**config.mk**
```make
export PLATFORM = sky130hd
export DESIGN_NAME = control_unit
export DESIGN_NICKNAME = d
export VERILOG_FILES = /design/src/rtl/control_unit.sv
export SDC_FILE = /design/constraint.sdc
export NUM_CORES = 1
export LEC_CHECK = 0
export ABC_AREA = 1
export BUFFER_PORTS_ARGS = -buffer_cell sky130_fd_sc_hd__buf_2
export CORE_ASPECT_RATIO = 1.2
export CORE_MARGIN = 1
export CORE_UTILIZATION = 45
export CTS_BUF_LIST = sky130_fd_sc_hd__clkbuf_8
export CTS_CLUSTER_SIZE = 14
export DETAILED_ROUTE_END_ITERATION = 16
export PLACE_DENSITY = 0.73
export SYNTH_ARGS = -nofsm -noshare
export SYNTH_HDL_FRONTEND = slang
export SYNTH_SLANG_ARGS = --single-unit
```
**constraint.sdc**
```tcl
create_clock -name clk -period 3.2 [get_ports clk]
set_input_delay 0.48 -clock clk [delete_from_list [all_inputs] [get_ports clk]]
set_output_delay 0.48 -clock clk [all_outputs]
set_load 0.01 [all_outputs]
```
**src/rtl/control_unit.sv**
```systemverilog
// control_unit: multi-cycle FSM sequencing a 16-bit load/store/ALU ISA.
// Define CU_SINGLE_STEP_EN to add a step input that holds FETCH until pulsed.
module control_unit #(
    parameter int PC_W = 7
) (
    input  logic            clk,
    input  logic            reset,
`ifdef CU_SINGLE_STEP_EN
    input  logic            step,
`endif
    input  logic [15:0]     instr,
    output logic [PC_W-1:0] PC_Addr,
    output logic [7:0]      D_Addr,
    output logic            D_WriteEn,
    output logic            MuxS,
    output logic [3:0]      RegF_W_addr,
    output logic [3:0]      RegF_Ra_addr,
    output logic [3:0]      RegF_Rb_addr,
    output logic            RegF_W_en,
    output logic [2:0]      ALU_S,
    output logic [3:0]      state_out,
    output logic            halted
);

    typedef enum logic [3:0] {
        INIT   = 4'd0,
        FETCH  = 4'd1,
        DECODE = 4'd2,
        NOOP   = 4'd3,
        LOAD_A = 4'd4,
        LOAD_B = 4'd5,
        STORE  = 4'd6,
        ADD    = 4'd7,
        SUB    = 4'd8,
        HALT   = 4'd9
    } state_t;

    localparam logic [3:0] OP_NOOP  = 4'b0000;
    localparam logic [3:0] OP_STORE = 4'b0001;
    localparam logic [3:0] OP_LOAD  = 4'b0010;
    localparam logic [3:0] OP_ADD   = 4'b0011;
    localparam logic [3:0] OP_SUB   = 4'b0100;
    localparam logic [3:0] OP_HALT  = 4'b0101;

    localparam logic [2:0] ALU_PASS = 3'd0;
    localparam logic [2:0] ALU_ADD  = 3'd1;
    localparam logic [2:0] ALU_SUB  = 3'd2;

    localparam logic [PC_W-1:0] PC_ONE = {{(PC_W-1){1'b0}}, 1'b1};

    state_t          state;
    state_t          state_n;
    logic [15:0]     ir;
    logic [15:0]     ir_n;
    logic [PC_W-1:0] pc;
    logic [PC_W-1:0] pc_n;
    logic            fetch_go;

    logic [7:0]      d_addr_n;
    logic [3:0]      ra_n;
    logic [3:0]      rb_n;
    logic [3:0]      w_n;
    logic            d_we_n;
    logic            rf_we_n;
    logic            muxs_n;
    logic [2:0]      alu_n;

`ifdef CU_SINGLE_STEP_EN
    assign fetch_go = step;
`else
    assign fetch_go = 1'b1;
`endif

    function automatic state_t dispatch(input logic [3:0] op);
        case (op)
            OP_NOOP:  return NOOP;
            OP_STORE: return STORE;
            OP_LOAD:  return LOAD_A;
            OP_ADD:   return ADD;
            OP_SUB:   return SUB;
            OP_HALT:  return HALT;
            default:  return NOOP;
        endcase
    endfunction

    // Dispatch on the live ROM word so execute starts right after DECODE.
    always_comb begin
        state_n = state;
        ir_n    = ir;
        pc_n    = pc;
        case (state)
            INIT:   state_n = FETCH;
            FETCH:  if (fetch_go) state_n = DECODE;
            DECODE: begin
                ir_n    = instr;
                pc_n    = pc + PC_ONE;
                state_n = dispatch(instr[15:12]);
            end
            LOAD_A: state_n = LOAD_B;
            NOOP, STORE, ADD, SUB, LOAD_B: state_n = FETCH;
            HALT:   state_n = HALT;
            default: state_n = INIT;
        endcase
    end

    // Outputs are computed for the upcoming state and registered with it.
    always_comb begin
        d_addr_n = ir_n[11:4];
        ra_n     = ir_n[11:8];
        rb_n     = ir_n[7:4];
        w_n      = ir_n[3:0];
        d_we_n   = 1'b0;
        rf_we_n  = 1'b0;
        muxs_n   = 1'b0;
        alu_n    = ALU_PASS;
        unique case (1'b1)
            (state_n == LOAD_B): begin
                muxs_n  = 1'b1;
                rf_we_n = 1'b1;
            end
            (state_n == STORE): begin
                ra_n   = ir_n[3:0];
                d_we_n = 1'b1;
            end
            (state_n == ADD): begin
                rf_we_n = 1'b1;
                alu_n   = ALU_ADD;
            end
            (state_n == SUB): begin
                rf_we_n = 1'b1;
                alu_n   = ALU_SUB;
            end
            default: ;
        endcase
    end

    always_ff @(posedge clk) begin
        if (reset) begin
            state        <= INIT;
            ir           <= '0;
            pc           <= '0;
            D_Addr       <= '0;
            RegF_Ra_addr <= '0;
            RegF_Rb_addr <= '0;
            RegF_W_addr  <= '0;
            D_WriteEn    <= 1'b0;
            RegF_W_en    <= 1'b0;
            MuxS         <= 1'b0;
            ALU_S        <= ALU_PASS;
            halted       <= 1'b0;
        end else begin
            state        <= state_n;
            ir           <= ir_n;
            pc           <= pc_n;
            D_Addr       <= d_addr_n;
            RegF_Ra_addr <= ra_n;
            RegF_Rb_addr <= rb_n;
            RegF_W_addr  <= w_n;
            D_WriteEn    <= d_we_n;
            RegF_W_en    <= rf_we_n;
            MuxS         <= muxs_n;
            ALU_S        <= alu_n;
            halted       <= (state_n == HALT);
        end
    end

    assign PC_Addr   = pc;
    assign state_out = state;

endmodule
```
==> impl_results.md, run 1 <==
* Vias in the first global route at 1041
* Num CTS Buffers at 5
* Startpoint type of the worst setup path: flip-flop
* Final Util at 0.594
* Worst flop-to-flop path startpoint: state_out[3]
* N_diodes at 0
* Area grow syn2layout at 26.3%
* Detailed Place HPWL at 2110 µm
* Final ANT Viol Nets at 0
* Setup TNS at 0 ns
* Nets at ~250
* Share of layout cells above drive strength 1 at 0.336
* Reg2Reg Setup Slack at about 1.4 ns
* Reg clk slew, reported paths at 0.06 ns
* Clk Latency, worst-skew pair at about 0.29 ns
* Fin. Hold Viols at 0
* Worst Hold Class: in -> reg
* Global-route wire length before repair at between 4000 and 5000 µm
* Die Wd at 53.4 µm
* Port bufs at 54
* Pwr Total at about 1100 µW
* Minimum clock period at 1.82 ns
* FF-to-FF End: RegF_Ra_addr[3]
* Met2 Usage GRT at 0.292
* Yosys reg bits at 33
* Grt ovf at 0
* Synth area leader: dfxtp_1
* Htree depth at 2
* Slowest CP cell: dfxtp_1
* Count of warnings emitted by yosys at 0
* DRT Pass-1 Iters at 4
* GP Congestion at about 0.84
* # DRC at 0
* DRT iter0 DRCs at 30
* Routed WL at around 3000 µm
* Hold path start: instr[6]
* Vias per inst at around 4.7
* Final setup margin at about 1.4 ns
* Status: completed
* I/O pin total at 56
* # Post-CTS Setup Buffers at 0
* Post-CTS resize count at 0
* Total track usage at 0.198
* Via count at roughly 1300
* Die Y at around 64 µm
* Hold Crit Endpoint: D_Addr[2]
* Avg WL per Cell at about 11 µm
* Met1 usage at 0.224
* Crit path required time at around 3.4 ns
* Seq/Total Area, Yosys at 0.464
* Initial Utilization at 0.470
* Worst-Margin Slew at between 0.5 and 0.6 ns
* Dpl ws at 1.41 ns
* WS Path Type: reg -> reg
* Clk buf depth at 2
* Cells on worst reg2reg path at 8
* Die ar. at about 3400 µm²
* Cell Area, Synth at 1420 µm²
* Finished Layout Cells at between 200 and 300
* Post-synthesis net count at between 200 and 250
* Slew Limit Headroom at 0.656
* RSZ-0062 raised after global routing: no
* Site Rows at 22
* Root buffer cell: clkbuf_8
* Grt peak-use layer: met2
* Maximum VDD drop at 493 µV
* Syn avg cell area at a little under 8 µm²
* CP endpoint kind: flip-flop
* Syn Inst Count at ~180
* Core area at 3030 µm²
* Top-area cell type share of the netlist area at 0.464
* Cells after DPL at between 200 and 300
* Worst-path maximum fanout at 21
* Clock Skew at around 0.0044 ns
* Synth cell types at 27
* Crit path cell chain: nor2_2 -> nand2_2 -> inv_2 -> nand2_1 -> nand2_1 -> nand2_2 -> nor3_1 -> a21oi_1
* Antenna violations before repair at 0
* Cts hold-fix bufs at 0
* Most frequent cells in the layout: 54 x buf_2, 35 x nand2_1, 33 x dfxtp_1
* Most area-consuming cells after synthesis: dfxtp_1 46%, nand2_1 9.2%, nor2_1 8.2%
* WHS Path Cells at 3
* Grt met3 use at 0.0918
* Sink Count at 33
* # setup viols final at 0
* CP peak stage delay at about 0.35 ns
* Fmax achieved at ~550 MHz
* Worst EP arrival at ~2 ns
* Leakage power at 0.000966 µW
* Max Slew Vio Count at 0
* Most common cell after layout, fill and taps aside: buf_2
* CTS tree: done
* PwrDens at 630 nW/µm²
* Maxcap violations at 0
* Largest net degree at the start of global routing at 22
* Crit share post-route at 0.568
-- power by group --
part / internal (µW) / total, µW / switching (µW)
Clock: 309 / 463 / 154
Sequential: 444 / 464 / 20.0
Combinational: 78.7 / 205 / 127
-- how the worst max path moves through the flow --
stage,startpoint,endpoint,slack [ns],depth (start not counted)
floorplan,instr[13],RegF_Ra_addr[3],1.82,10
global placement,state_out[1],RegF_Ra_addr[0],1.48,9
detailed placement,state_out[1],RegF_Ra_addr[3],1.41,9
CTS,state_out[1],RegF_Ra_addr[3],1.36,9
global route,state_out[1],RegF_Ra_addr[3],1.22,9
finish,state_out[3],RegF_Ra_addr[3],1.38,8
-- state kept, by name (all words and copies together), names as in the netlist, 2 cells and up --
| register | cells |
|---|---|
| D_Addr | 8 |
| PC_Addr | 7 |
| RegF_Ra_addr | 4 |
| state_out | 4 |
| RegF_W_addr | 3 |
| ALU_S | 2 |
-- synth_stat cells --
library cell	count
nand2_1	35
dfxtp_1	33
nor2_1	31
inv_1	19
a21oi_1	12
o21ai_0	8
buf_4	5
nand3_1	5
nand3b_1	4
nor3_1	4
or2_2	4
buf_2	3
nand2_2	3
nor2_2	3
buf_6	2
a21oi_4	1
a31oi_1	1
conb_1	1
ha_1	1
inv_2	1
nand3_2	1
nand4_4	1
nor2_4	1
nor3_4	1
nor3b_1	1
o21ai_4	1
o22ai_1	1
-- through the flow --
step,cell area [µm²],hold slack [ns]
finish,1800,0.452
global route,1800,0.467
CTS,1800,0.442
detailed placement,1660,0.486
global placement,1660,0.482
floorplan,1420,0.510
-- kinds of logic (layout without fill, tap and decap cells) --
kind of cell	count (synthesis)	in the layout	synth area share
fa+ha+maj	1	1	0.00879
simple gates	94	94	0.317
compound gates	24	24	0.102
flops	33	33	0.464
other cells	1	1	0.00263
buf+inv	30	82	0.105
-- critical path, delay by kind of cell, from the launching register on --
| kind | cells | cell delay (ns) |
|---|---|---|
| AOI/OAI and AO/OA | 1 | 0.08 |
| buffers and inverters | 1 | 0.34 |
| DFF | 1 | 0.35 |
| and+or+nand+nor | 6 | 0.94 |
-- per-layer routing --
layer | wire length (µm) | share of wire
met3 | 210 | 0.071
met2 | 1410 | 0.48
met1 | 1250 | 0.42
met4 | 76 | 0.026
met5 | 0 | 0
-- layout make-up --
cell class,count,area [µm²]
fillers,310,1230
multi-input cells,120,613
clock buffers,5,68.8
flip-flops and latches,33,661
well taps,36,45.0
inverters,20,75.1
clock inverters,3,65.1
repair buffers,54,270
Power figures use the tool's default switching activity.
==> inputs of run 2 (changes only) <==
==> constraint.sdc (replaced) <==
create_clock -name clk -period 1.7 [get_ports clk]
set_input_delay 0.255 -clock clk [delete_from_list [all_inputs] [get_ports clk]]
set_output_delay 0.255 -clock clk [all_outputs]
set_load 0.01 [all_outputs]
==> impl_results.md, run 2 (synthesis gave the netlist of run 1 again) <==
* Clk Latency, worst-skew pair at 0.29 ns (about the same)
* Final ANT Viol Nets at 0 (unchanged)
* Design Area, Final at 1760 µm² (-2.0%)
* Slowest CP cell: dfxtp_1
* # DRC at 0 (unchanged)
* Core area at 3030 µm² (unchanged)
* Clock Skew at 0.00568 ns (+0.00124 ns)
* RSZ-0062 raised after global routing: no
* Vias per inst at 4.76 (+1.4%)
* Max Slew Vio Count at 0 (unchanged)
* Maxcap violations at 0 (unchanged)
* # Post-CTS Setup Buffers at 0 (unchanged)
* PwrDens at 1040 nW/µm² (+66%)
* Int Pwr at 1270 µW (+53%)
* Slew Limit Headroom at 0.643 (-0.0128)
* Net Sw Frac at 0.310 (+0.0443)
* Num CTS Buffers at 5 (unchanged)
* Most frequent cells in the layout: 54 x buf_2, 35 x nand2_1, 33 x dfxtp_1
* Post-CTS resize count at 0 (unchanged)
* Seq pwr share at 0.473 (+0.064)
* CP peak stage delay at 0.33 ns (-0.02 ns)
* Port bufs at 54 (unchanged)
* DRT iter0 DRCs at 20 (-33%)
* CTS tree: done
* Status: completed
* Maximum VDD drop at 821 µV (+67%)
* Worst EP arrival at 1.69 ns (-0.30 ns)
* Area grow syn2layout at 23.7%
* Cts hold-fix bufs at 0 (unchanged)
* Fillers at 308 (-0.65%)
* Startpoint type of the worst setup path: flip-flop
* Die Y at 63.6 µm (unchanged)
* DRT Pass-1 Iters at 4 (unchanged)
* Htree depth at 2 (unchanged)
* Via count at 1299 (+2.1%)
* Detailed Place HPWL at 2130 µm (+1.3%)
* Nets at 255 (+0.79%)
* Reg clk slew, reported paths at 0.07 ns (about the same)
* Combinational Power Share at 0.216 (+0.035)
* Minimum clock period at 1.51 ns (-0.306 ns)
* Largest register FFs at 8 (unchanged)
* Biggest register: D_Addr
* Worst-path maximum fanout at 16 (-24%)
* Crit path required time at 1.88 ns (-1.49 ns)
* GP Congestion at 0.763 (-8.9%)
* Clk buf depth at 2 (unchanged)
* Setup TNS at 0 ns (unchanged)
* Grt ovf at 0 (unchanged)
* Worst-Margin Slew at 0.534 ns (+0.0192 ns)
* Most common cell after layout, fill and taps aside: buf_2
* I/O pin total at 56 (unchanged)
* Initial Utilization at 0.470 (unchanged)
* Total track usage at 0.201 (+0.00307)
* Crit path cell chain: inv_1 -> nor2_2 -> nand2_2 -> inv_2 -> nand2_1 -> nand2_1 -> nand2_2 -> nor3_1 -> a21oi_1
* Fmax achieved at 661 MHz (+20%)
* N_diodes at 0 (unchanged)
* Vias in the first global route at 1144 (+9.9%)
* Die Wd at 53.4 µm (unchanged)
* Avg WL per Cell at 10.8 µm (-0.97%)
* Largest net degree at the start of global routing at 18 (-18%)
* Global-route wire length before repair at 4760 µm (+3.1%)
* Root buffer cell: clkbuf_8
* Die ar. at 3390 µm² (unchanged)
* # setup viols final at 0 (unchanged)
* Worst Hold Class: in -> reg
* WS Path Type: reg -> reg
* CP endpoint kind: flip-flop
* NetSw at 570 µW (+89%)
* Leakage power at 0.000956 µW (-1.1%)
* Crit share post-route at 0.890 (+0.321)
* Clk pwr share at 0.310 (-0.099)
* Share of layout cells above drive strength 1 at 0.338 (+0.00138)
* Routed WL at 2940 µm (-0.24%)
* Fin. Hold Viols at 0 (unchanged)
* Sink Count at 33 (unchanged)
* Area after DPL at 1680 µm² (+0.90%)
* Site Rows at 22 (unchanged)
* Pwr Total at 1840 µW (+62%)
* Antenna violations before repair at 0 (unchanged)
run 2: final timing paths:
path,startpoint,endpoint,slack [ns],cells past startpoint
min reg2reg,ir[3],ir[3],0.49,2
min,instr[5],D_Addr[1],0.22,3
max,state_out[1],RegF_Ra_addr[3],0.19,9
max reg2reg,state_out[1],RegF_Ra_addr[3],0.19,9
run 2: routing by layer:
metal / wire [µm] / vias to the layer above / track usage
li1: - / 674 / -
met1: 1300 / 570 / 0.217
met2: 1330 / 48 / 0.320
met3: 225 / 7 / 0.0725
met4: 82 / 0 / 0.122
met5: 0 / - / 0
run 2: cell type report:
| type | count | area (µm²) | area share |
|---|---|---|---|
| inverter | 20 | 75.1 | 0.0426 |
| tap | 36 | 45.0 | 0.0256 |
| clock buffer | 5 | 68.8 | 0.0391 |
| sequential | 33 | 661 | 0.375 |
| clock inverter | 3 | 13.8 | 0.00781 |
| multi-input combinational | 120 | 613 | 0.348 |
| timing repair buffer | 56 | 285 | 0.162 |
run 2: through the flow:
step                hold slack [ns]   util  cells  setup slack, ns
finish                        0.223  0.582    273            0.187
CTS                           0.217  0.582    273            0.178
global route                  0.256  0.582    273           0.0348
global placement              0.482  0.555    265            0.278
floorplan                     0.419      -    183            0.372
detailed placement            0.484  0.555    265            0.189
run 2: critical path, delay by kind of cell, from the launching register on:
kind	cells	cell delay, ns
and+or+nand+nor	6	0.69
DFF	1	0.33
AOI/OAI and AO/OA	1	0.06
buffers and inverters	2	0.32
run 2: power groups by stage:
stage | Clock, µW | Sequential (µW) | Combinational [µW]
global placement | 0 | 888 | 392
detailed placement | 0 | 889 | 398
CTS | 582 | 872 | 400
global route | 618 | 878 | 447
finish | 571 | 870 | 397
floorplan | 0 | 916 | 261
==> inputs of run 3 (changes only) <==
--- a/config.mk
+++ b/config.mk
@@ -10,7 +10,6 @@
 export CORE_ASPECT_RATIO = 1.2
 export CORE_MARGIN = 1
 export CORE_UTILIZATION = 45
-export CTS_BUF_LIST = sky130_fd_sc_hd__clkbuf_8
 export CTS_CLUSTER_SIZE = 14
 export DETAILED_ROUTE_END_ITERATION = 16
 export PLACE_DENSITY = 0.73
==> impl_results.md, run 3 (synthesis gave the netlist of run 1 again) <==
* Total track usage at 0.198 (-0.00240)
* N_diodes at 0 (unchanged)
* WP depth at 9 (unchanged)
* Clock Skew at 0.0115 ns (+0.00585 ns)
* Worst EP arrival at 1.74 ns (+0.05 ns)
* Site Rows at 22 (unchanged)
* CP peak stage delay at 0.34 ns (about the same)
* # setup viols final at 0 (unchanged)
* Num CTS Buffers at 5 (unchanged)
* Die ar. at 3390 µm² (unchanged)
* Most frequent cells in the layout: 54 x buf_2, 35 x nand2_1, 33 x dfxtp_1
* WHS Path Cells at 3 (unchanged)
* Final setup margin at 0.187 ns (-0.0000700 ns)
* Avg WL per Cell at 10.8 µm (unchanged)
* Status: completed
* Pwr Total at 1700 µW (-7.6%)
* Final Util at 0.571 (-0.0103)
* Antenna violations before repair at 0 (unchanged)
* Via count at 1298 (-0.077%)
* Crit path cell chain: inv_1 -> nor2_2 -> nand2_2 -> inv_2 -> nand2_1 -> nand2_1 -> nand2_2 -> nor3_1 -> a21oi_1
* Reg clk slew, reported paths at 0.10 ns (+0.03 ns)
* Grt ovf at 0 (unchanged)
* Maxcap violations at 0 (unchanged)
* Htree depth at 2 (unchanged)
* Largest net degree at the start of global routing at 18 (unchanged)
* Port bufs at 54 (unchanged)
* Max Slew Vio Count at 0 (unchanged)
* Clk buf depth at 2 (unchanged)
* Routed WL at 2940 µm (unchanged)
* Sink Count at 33 (unchanged)
* GP Congestion at 0.763 (unchanged)
* Detailed Place HPWL at 2130 µm (unchanged)
* Cells on worst reg2reg path at 9 (unchanged)
* Worst path bufs/invs at 2 (unchanged)
* Cts hold-fix bufs at 0 (unchanged)
* Crit share post-route at 0.890 (about the same)
* DRT Pass-1 Iters at 4 (unchanged)
* Worst-Margin Slew at 0.541 ns (+0.00680 ns)
* Fin. Hold Viols at 0 (unchanged)
* Worst Hold Class: in -> reg
* Maximum VDD drop at 568 µV (-31%)
* Core area at 3030 µm² (unchanged)
* Dpl ws at 0.189 ns (unchanged)
* Slowest CP cell: dfxtp_1
* Startpoint type of the worst setup path: flip-flop
* Root buffer cell: clkbuf_4
* I/O pin total at 56 (unchanged)
* Clk Latency, worst-skew pair at 0.34 ns (+0.05 ns)
* Crit-path leading delay family: simple AND/OR/NAND/NOR gates
* Post-CTS resize count at 0 (unchanged)
* Fmax achieved at 661 MHz (about the same)
* Worst-path maximum fanout at 16 (unchanged)
* Leakage power at 0.000939 µW (-1.8%)
* Final ANT Viol Nets at 0 (unchanged)
* Fillers at 309 (+0.32%)
* Minimum clock period at 1.51 ns (+0.0000700 ns)
* Crit path required time at 1.93 ns (+0.05 ns)
* Nets at 255 (unchanged)
* Vias in the first global route at 1151 (+0.61%)
* DRT iter0 DRCs at 30 (+50%)
* Share of layout cells above drive strength 1 at 0.338 (unchanged)
* Area grow syn2layout at 21.5%
* CTS tree: done
* WS Path Type: reg -> reg
* Initial Utilization at 0.470 (unchanged)
* Slew Limit Headroom at 0.639 (-0.00454)
* Die Wd at 53.4 µm (unchanged)
* Die Y at 63.6 µm (unchanged)
* Setup TNS at 0 ns (unchanged)
* Vias per inst at 4.75 (about the same)
* RSZ-0062 raised after global routing: no
* Largest register FFs at 8 (unchanged)
* # DRC at 0 (unchanged)
* Most common cell after layout, fill and taps aside: buf_2
* CP endpoint kind: flip-flop
* PwrDens at 982 nW/µm² (-5.9%)
* # Post-CTS Setup Buffers at 0 (unchanged)
* Global-route wire length before repair at 4790 µm (+0.57%)
* Biggest register: D_Addr
[run 3: cell types whose count changed in the layout (fill, tap and decap cells not counted), sizes merged]
cell,change
clkbuf,+1
inv,-1
[run 3: power breakdown]
group | internal (µW) | switching [µW]
combinational | 156 | 241
sequential | 834 | 35.8
clock | 157 | 274
total | 1150 | 551
[run 3: worst paths after layout]
| path | startpoint | to | slack, ns |
|---|---|---|---|
| worst max-delay path | state_out[1] | RegF_Ra_addr[3] | 0.19 |
| worst min-delay path | instr[5] | D_Addr[1] | 0.18 |
| worst min register to register | ir[3] | ir[3] | 0.50 |
| worst max register to register | state_out[1] | RegF_Ra_addr[3] | 0.19 |
[run 3: worst reg2reg max path, delay by kind of cell (launching register included)]
family                 cells  cell delay (ns)
AO/OA/AOI/OAI              1             0.06
AND/OR/NAND/NOR            6             0.68
buffers and inverters      2             0.33
flip-flops                 1             0.34
[run 3: per-stage QoR]
stage                     hold slack, ns  cell area, µm²  cells
final                              0.176            1730    273
after global routing               0.197            1730    273
after CTS                          0.165            1730    273
after detailed placement           0.484            1680    265
after global placement             0.482            1680    265
after floorplan                    0.419            1420    183
[run 3: area by class of cell]
cell class | count | area [µm²] | area share
clock buffers | 6 | 41.3 | 0.0239
repair buffers | 56 | 285 | 0.165
inverters | 20 | 75.1 | 0.0434
well taps | 36 | 45.0 | 0.0260
multi-input cells | 120 | 613 | 0.354
flip-flops and latches | 33 | 661 | 0.382
clock inverters | 2 | 10.0 | 0.00578
[run 3: routing by layer]
| layer | track usage | routed length (µm) | part of all wire | vias up |
|---|---|---|---|---|
| met2 | 0.328 | 1380 | 0.47 | 48 |
| met4 | 0.132 | 54 | 0.018 | 0 |
| met3 | 0.0435 | 199 | 0.068 | 6 |
| met5 | 0 | 0 | 0 | - |
| li1 | - | - | - | 675 |
| met1 | 0.216 | 1300 | 0.44 | 569 |
